--- config.mk ---
export PLATFORM = sky130hd
export DESIGN_NAME = mem_ctrl
export DESIGN_NICKNAME = d
export VERILOG_FILES = /design/src/rtl/mem_ctrl.sv
export SDC_FILE = /design/constraint.sdc
export NUM_CORES = 1
export LEC_CHECK = 0
export CAP_MARGIN = 0
export CORE_ASPECT_RATIO = 1.2
export CORE_UTILIZATION = 35
export DETAILED_ROUTE_END_ITERATION = 6
export PLACE_DENSITY = 0.67
export SLEW_MARGIN = 20
export SYNTH_ARGS = -nofsm -noshare
export SYNTH_HDL_FRONTEND = slang
export SYNTH_SLANG_ARGS = --single-unit
--- constraint.sdc ---
create_clock -name clk -period 8.6 [get_ports clk]
set_input_delay 2.58 -clock clk [delete_from_list [all_inputs] [get_ports clk]]
set_output_delay 2.58 -clock clk [all_outputs]
set_load 0.03 [all_outputs]
--- src/rtl/mem_ctrl.sv ---
// Byte-serial memory controller arbitrating an instruction-fetch port and a data port
// onto a single byte-wide memory; all memory-side outputs are registered.
module mem_ctrl #(
    parameter int ADDR_WIDTH = 17,
    parameter int LEN        = 32,
    parameter int BYTE_SIZE  = 8
) (
    input  logic                  clk,
    input  logic                  rst,
    input  logic                  inst_req,
    input  logic [ADDR_WIDTH-1:0] inst_addr,
    output logic                  inst_done,
    output logic [LEN-1:0]        inst_data,
    input  logic                  data_req,
    input  logic                  data_we,
    input  logic [1:0]            data_size,
    input  logic [ADDR_WIDTH-1:0] data_addr,
    input  logic [LEN-1:0]        data_wdata,
    output logic                  data_done,
    output logic [LEN-1:0]        data_rdata,
    output logic [ADDR_WIDTH-1:0] mem_vis_addr,
    output logic [1:0]            mem_vis_signal,
    output logic [BYTE_SIZE-1:0]  writen_data,
    input  logic [BYTE_SIZE-1:0]  mem_data
);

    localparam int NB = LEN / BYTE_SIZE;
    localparam int CW = (NB > 1) ? $clog2(NB) : 1;

    localparam logic [1:0] SIG_IDLE  = 2'b00;
    localparam logic [1:0] SIG_WRITE = 2'b01;
    localparam logic [1:0] SIG_RDATA = 2'b10;
    localparam logic [1:0] SIG_RINST = 2'b11;

    typedef enum logic [2:0] {IDLE, INST_RD, DATA_RD, DATA_WR, DONE} state_t;

    state_t                state_q;
    logic [CW-1:0]         cnt_q;
    logic [CW-1:0]         last_q;
    logic [ADDR_WIDTH-1:0] addr_q;
    logic [1:0]            sig_q;
    logic [BYTE_SIZE-1:0]  wbyte_q;
    logic [LEN-1:0]        wdata_q;
    logic [LEN-1:0]        res_q;
    logic                  last_data_q;
    logic                  inst_done_q;
    logic                  data_done_q;
    logic [LEN-1:0]        inst_data_q;
    logic [LEN-1:0]        data_rdata_q;

    logic                  grant_data;
    logic                  grant_inst;
    logic [CW-1:0]         cnt_nxt;
    logic [LEN-1:0]        res_d;
    logic [BYTE_SIZE-1:0]  wbyte_nxt;

    function automatic logic [CW-1:0] size_last(input logic [1:0] size);
        case (size)
            2'b00:   size_last = CW'(0);
            2'b01:   size_last = CW'(1);
            default: size_last = CW'(NB - 1);
        endcase
    endfunction

    // Ties go to data unless data won the previous grant.
    assign grant_data = data_req && !(inst_req && last_data_q);
    assign grant_inst = inst_req && !grant_data;

    always_comb begin
        cnt_nxt = cnt_q + CW'(1);
        res_d   = res_q;
        res_d[cnt_q*BYTE_SIZE +: BYTE_SIZE] = mem_data;
        wbyte_nxt = wdata_q[cnt_nxt*BYTE_SIZE +: BYTE_SIZE];
    end

    always_ff @(posedge clk or posedge rst) begin
        if (rst) begin
            state_q      <= IDLE;
            cnt_q        <= '0;
            last_q       <= '0;
            addr_q       <= '0;
            sig_q        <= SIG_IDLE;
            wbyte_q      <= '0;
            wdata_q      <= '0;
            res_q        <= '0;
            last_data_q  <= 1'b0;
            inst_done_q  <= 1'b0;
            data_done_q  <= 1'b0;
            inst_data_q  <= '0;
            data_rdata_q <= '0;
        end else begin
            inst_done_q <= 1'b0;
            data_done_q <= 1'b0;
            case (state_q)
                IDLE: begin
                    cnt_q <= '0;
                    res_q <= '0;
                    if (grant_data) begin
                        last_data_q <= 1'b1;
                        state_q     <= data_we ? DATA_WR : DATA_RD;
                        sig_q       <= data_we ? SIG_WRITE : SIG_RDATA;
                        addr_q      <= data_addr;
                        wdata_q     <= data_wdata;
                        wbyte_q     <= data_we ? data_wdata[BYTE_SIZE-1:0] : '0;
                        last_q      <= size_last(data_size);
                    end else if (grant_inst) begin
                        last_data_q <= 1'b0;
                        state_q     <= INST_RD;
                        sig_q       <= SIG_RINST;
                        addr_q      <= inst_addr;
                        wbyte_q     <= '0;
                        last_q      <= CW'(NB - 1);
                    end
                end
                INST_RD, DATA_RD, DATA_WR: begin
                    if (state_q != DATA_WR) res_q <= res_d;
                    if (cnt_q == last_q) begin
                        state_q     <= DONE;
                        addr_q      <= '0;
                        sig_q       <= SIG_IDLE;
                        wbyte_q     <= '0;
                        inst_done_q <= (state_q == INST_RD);
                        data_done_q <= (state_q != INST_RD);
                        if (state_q == INST_RD) inst_data_q  <= res_d;
                        if (state_q == DATA_RD) data_rdata_q <= res_d;
                    end else begin
                        cnt_q  <= cnt_nxt;
                        addr_q <= addr_q + ADDR_WIDTH'(1);
                        if (state_q == DATA_WR) wbyte_q <= wbyte_nxt;
                    end
                end
                DONE:    state_q <= IDLE;
                default: state_q <= IDLE;
            endcase
        end
    end

    assign inst_done      = inst_done_q;
    assign inst_data      = inst_data_q;
    assign data_done      = data_done_q;
    assign data_rdata     = data_rdata_q;
    assign mem_vis_addr   = addr_q;
    assign mem_vis_signal = sig_q;
    assign writen_data    = wbyte_q;

endmodule

Yosys cells after proc, flatten, opt, wreduce, memory -nomap -nowiden
Index checks and enable logic that the tools add are counted.
Widths: inputs -> output; s select.
{ "totals": {"register_bits": 165, "in_bits": 81, "out_inout_bits": 93, "elab_cells": 84} }
{ "op_classes": {"add_sub_neg": 3, "n_eq_ne": 12, "shifts": 3, "mux": 33, "n_reduce_logical": 20} }
{ "ops": {"columns": ["cell", "count"], "rows": [
  ["$pmux 32 s2", 1],
  ["$mux 17", 3],
  ["$mux 8", 5],
  ["$neg 5->34", 1],
  ["$pmux 17 s2", 1],
  ["$shift 8x34->32 const A", 1],
  ["$shiftx 8x34->32", 1],
  ["$bwmux 32", 1],
  ["$mux 32", 1],
  ["$shiftx 32x6->8", 1],
  ["$add 17x1->17 const B", 1],
  ["$pmux 8 s2", 1],
  ["$mux 2", 6],
  ["$pmux 2 s2", 3],
  ["$reduce_and 2->1", 6],
  ["$reduce_and 3->1", 4],
  ["$mux 3", 3],
  ["$mux 1", 7],
  ["$eq 3x2->1 const B", 2],
  ["$ne 2x2->1 const B", 3],
  ["$ne 3x3->1 const B", 2],
  ["$pmux 3 s2", 1],
  ["$reduce_bool 2->1", 2],
  ["$eq 3x1->1 const B", 1],
  ["other kinds (10)", 13]
]} }

Longest topological paths before layout
{ "depth": {"word_depth": 8, "depth_mapped": 9, "mapped_depth_nobuf": 7} }

Worst setup path after synthesis
No wires, ideal clock.
{ "synth_path": {"kind": "input to register", "start": "in data_req", "end": "reg wdata_q[0]", "setup_time_ps": 125, "arrival_ps": 3804, "required_ps": 8475, "setup_slack_ps": 4671, "cell_stages": 5, "n_path_buf": 2, "path_cell_list": "a21boi_0 > buf_2 > nand3_1 > clkbuf_1 > mux2_2"} }
{ "synth_via": {"elab_chain_cells": 2} }
{ "synth_rtl": {"columns": ["element", "line", "text"], "rows": [
  ["from (decl)", "14", "input logic data_req,"],
  ["$logic_and 1x1->1", "66", "assign grant_data = data_req && !(inst_req && last_data_q);"],
  ["$reduce_and 2->1 (no line)", null, null],
  ["to (signal assigned)", "103", "wdata_q <= data_wdata;"],
  ["to (decl)", "43", "logic [LEN-1:0] wdata_q;"]
]} }
No other way between the ends.
A chain may end at the register's enable or synchronous reset.

Worst setup path after layout
{ "layout_path": {"start": "in inst_req", "end": "reg last_q[0]"} }
{ "layout_via": {"elab_chain_cells": 7, "elab_cells_between_ends": 8, "cone_classes": "mux: 1; reduce/logical: 7"} }
{ "layout_rtl": {"columns": ["element", "line", "text"], "rows": [
  ["from (decl)", "10", "input logic inst_req,"],
  ["$logic_and 1x1->1", "66", null],
  ["$logic_not 1->1", "66", null],
  ["$logic_and 1x1->1", "66", null],
  ["$logic_not 1->1", "67", "assign grant_inst = inst_req && !grant_data;"],
  ["$logic_and 1x1->1", "67", null],
  ["$reduce_bool 2->1 (no line)", null, null],
  ["$reduce_and 2->1 (no line)", null, null],
  ["to (signal assigned)", "105", "last_q <= size_last(data_size);"],
  ["to (signal assigned)", "112", "last_q <= CW'(NB - 1);"],
  ["to (decl)", "39", "logic [CW-1:0] last_q;"]
]} }
Several ways; a longest one is shown, not always the timed one.

==> metrics.yaml <==
placed_design:
  dp_cells: 1131
  hpwl_mm: 13.6
  gp_congestion: 0.788
  port_buffers: 173
sta:
  fin_crit_sh: 0.566
  fmax_mhz: 205
  tightest_slew_ns: 0.974
  setup_viol: 0
  hold_violations: 0
  rsz0062_at_grt: "false"
  whs_ns: 0.477
  skew_ns: 0.0101
  drv_slew: 0
  fin_setup_tns_ns: 0
  slew_headroom: 0.350
  fin_crit_ns: 4.87
floorplanning:
  die_width_um: 138
  core_um2: 21700
  start_util: 0.357
  std_cell_rows: 59
  die-area_um2: 22800
  io_pins: 174
  die_h_um: 165
route:
  ant_nets: 0
  wire_per_inst_um: 16.9
  drt_iter0_markers: 311
  wirelength_mm: 19.7
  route.detailed.drc: 0
  vias_per_cell: 5.21
  routed-via-count: 6061
  first_pass_iters: 6
clocking:
  cts_tree: "done"
  numCtsBuffers: 17
  clock_path_buffers: 2
  clock_latency_ns: 0.43
  ctsHoldBuffers: 0
  post_cts_buffers: 0
  clkTransAtPathRegs_ns: 0.06
  cts_root_buf: "clkbuf_16"
  cts_resized: 0
  clkSinkCount: 165
  htreeDepth: 4
status:
  status: "complete, no violations"
worst_setup_path:
  r2r_slack_ns: 5.34
  crit_arrival_ns: 5.17
  worstSetupPathType: "in2reg"
  required_ns: 8.91
  worst-path-max-fanout: 36
  reg2reg_from: "cnt_q[0]"
  end_kind: "flip-flop"
  timing.rr.end: "res_q[16]"
  startpoint_type: "primary input"
  r2r_cells: 6
  startpoint: "inst_req"
power:
  vdd_drop_max_mv: 0.175
  power.leakage_nw: 4.21
  power.density_nw_per_um2: 398
synthesis:
  syn_area_per_cell_um2: 10.6
  syn_nets: 819
  synth_cell_types: 54
  synthArstFlopShare: 1.00
  syn-instance-count: 732
  ys.flop_type: "dfrtp_1"
  synthesis.area_um2: 7760
  synth-seq-cells: 165
  synth_edf_count: 0
  yosys_warnings: 0
  yosysSeqAreaShare: 0.532
worst_hold_path:
  worstHoldEndpoint: "mem_vis_signal[0]"
  hold_path_class: "reg2reg"
  hp-start: "mem_vis_signal[0]"
  holdPathStages: 2
cells_and_area:
  layout_common_cells: "173 x clkdlybuf4s50_1, 165 x dfrtp_1, 76 x nand2_1, 65 x o21ai_0, 57 x a21oi_1"
  final_cells: 1163
  nets: 963
  drive_above_1_share: 0.125
  area_delta_synth_final_pct: 31.5
  n_antenna_cell: 0
  final_common_cell: "clkdlybuf4s50_1"
grt:
  grt_max_degree: 102
  antenna_found_initial: 0
  grt_pass1_vias: 5890
  grt_pass1_wl_mm: 31.6
  overflow: 0
  grt_usage: 0.181
run:
  maxCapViolCount: 0
[cells in the mapped netlist, types with 4 or more instances]
| master | count | area share |
|---|---|---|
| a21o_1 | 4 | 0.0039 |
| a21oi_1 | 57 | 0.037 |
| a21oi_2 | 28 | 0.032 |
| a221o_1 | 5 | 0.0065 |
| a22o_1 | 28 | 0.032 |
| a22oi_1 | 8 | 0.0077 |
| a2bb2oi_1 | 4 | 0.0045 |
| buf_1 | 5 | 0.0024 |
| buf_2 | 13 | 0.0084 |
| buf_6 | 8 | 0.012 |
| clkbuf_1 | 27 | 0.013 |
| dfrtp_1 | 165 | 0.53 |
| ha_1 | 6 | 0.0097 |
| inv_1 | 13 | 0.0063 |
| maj3_1 | 4 | 0.0052 |
| mux2_2 | 32 | 0.046 |
| mux2i_1 | 9 | 0.012 |
| mux4_2 | 8 | 0.023 |
| nand2_1 | 76 | 0.037 |
| nand2b_1 | 4 | 0.0032 |
| nand3_1 | 10 | 0.0065 |
| nand3b_1 | 4 | 0.0039 |
| nor2_1 | 55 | 0.027 |
| nor2b_1 | 32 | 0.026 |
| nor3_1 | 5 | 0.0032 |
| o21a_1 | 5 | 0.0048 |
| o21ai_0 | 65 | 0.042 |
| o221ai_1 | 6 | 0.0068 |
| o22ai_1 | 5 | 0.0040 |
| xor2_1 | 4 | 0.0045 |
[flip-flops by register name, indices dropped and copies added, names as in the netlist, 3 cells and up]
signal        flops
wdata_q          32
res_q            32
data_rdata       32
writen_data       8
state_q           3
inst_data        32
mem_vis_addr     17
[layer usage]
metal / vias up / GRT usage / share of wire
met5: - / 0 / 0
met4: 0 / 0.0627 / 0.019
met3: 32 / 0.0345 / 0.041
met2: 173 / 0.299 / 0.50
met1: 2966 / 0.235 / 0.44
li1: 2890 / - / -
[worst max path at each step]
stage                endpoint  slack (ns)
global placement    last_q[0]        2.91
CTS                 last_q[0]        3.31
finish              last_q[0]        3.73
floorplan            cnt_q[0]        1.56
detailed placement  last_q[0]        2.82
global route        last_q[0]        3.51
[metrics by stage]
| step | worst slack, ns | instance area [um^2] | total power [mW] | utilization |
|---|---|---|---|---|
| floorplan | 1.56 | 7760 | 2.64 | - |
| global placement | 2.91 | 9610 | 3.29 | 0.443 |
| detailed placement | 2.82 | 9610 | 3.33 | 0.443 |
| CTS | 3.31 | 10200 | 4.10 | 0.470 |
| global route | 3.51 | 10200 | 4.33 | 0.470 |
| finish | 3.73 | 10200 | 4.06 | 0.470 |
[cell families (layout without fill, tap and decap cells)]
kind of cell | count (synthesis) | in the layout | share of synthesized area
AOI/OAI and AO/OA | 233 | 233 | 0.200
xor gates and xnor gates | 4 | 4 | 0.00452
and+or+nand+nor | 204 | 204 | 0.125
muxes | 49 | 49 | 0.0813
buffers and inverters | 67 | 224 | 0.0423
adders and majority gates | 10 | 10 | 0.0148
DFF | 165 | 165 | 0.532
[worst max-delay path, stage by stage]
cell and delay [ns]:
clkdlybuf4s50_1 0.52, a21boi_4 0.61, nand3_2 0.86, o32a_1 0.59
[power breakdown]
| part | switching (mW) | internal [mW] |
|---|---|---|
| Clock | 0.328 | 0.430 |
| Combinational | 1.13 | 0.832 |
| Sequential | 0.252 | 1.09 |
| Total | 1.71 | 2.35 |
[cell type report]
type,instances,area (um^2)
multi-input combinational,500,3320
timing repair buffer,178,1770
clock inverter,14,153
clock buffer,18,429
sequential,165,4130
tap,274,343
inverter,14,57.6
fill,2079,11500
Power figures use the tool's default switching activity.
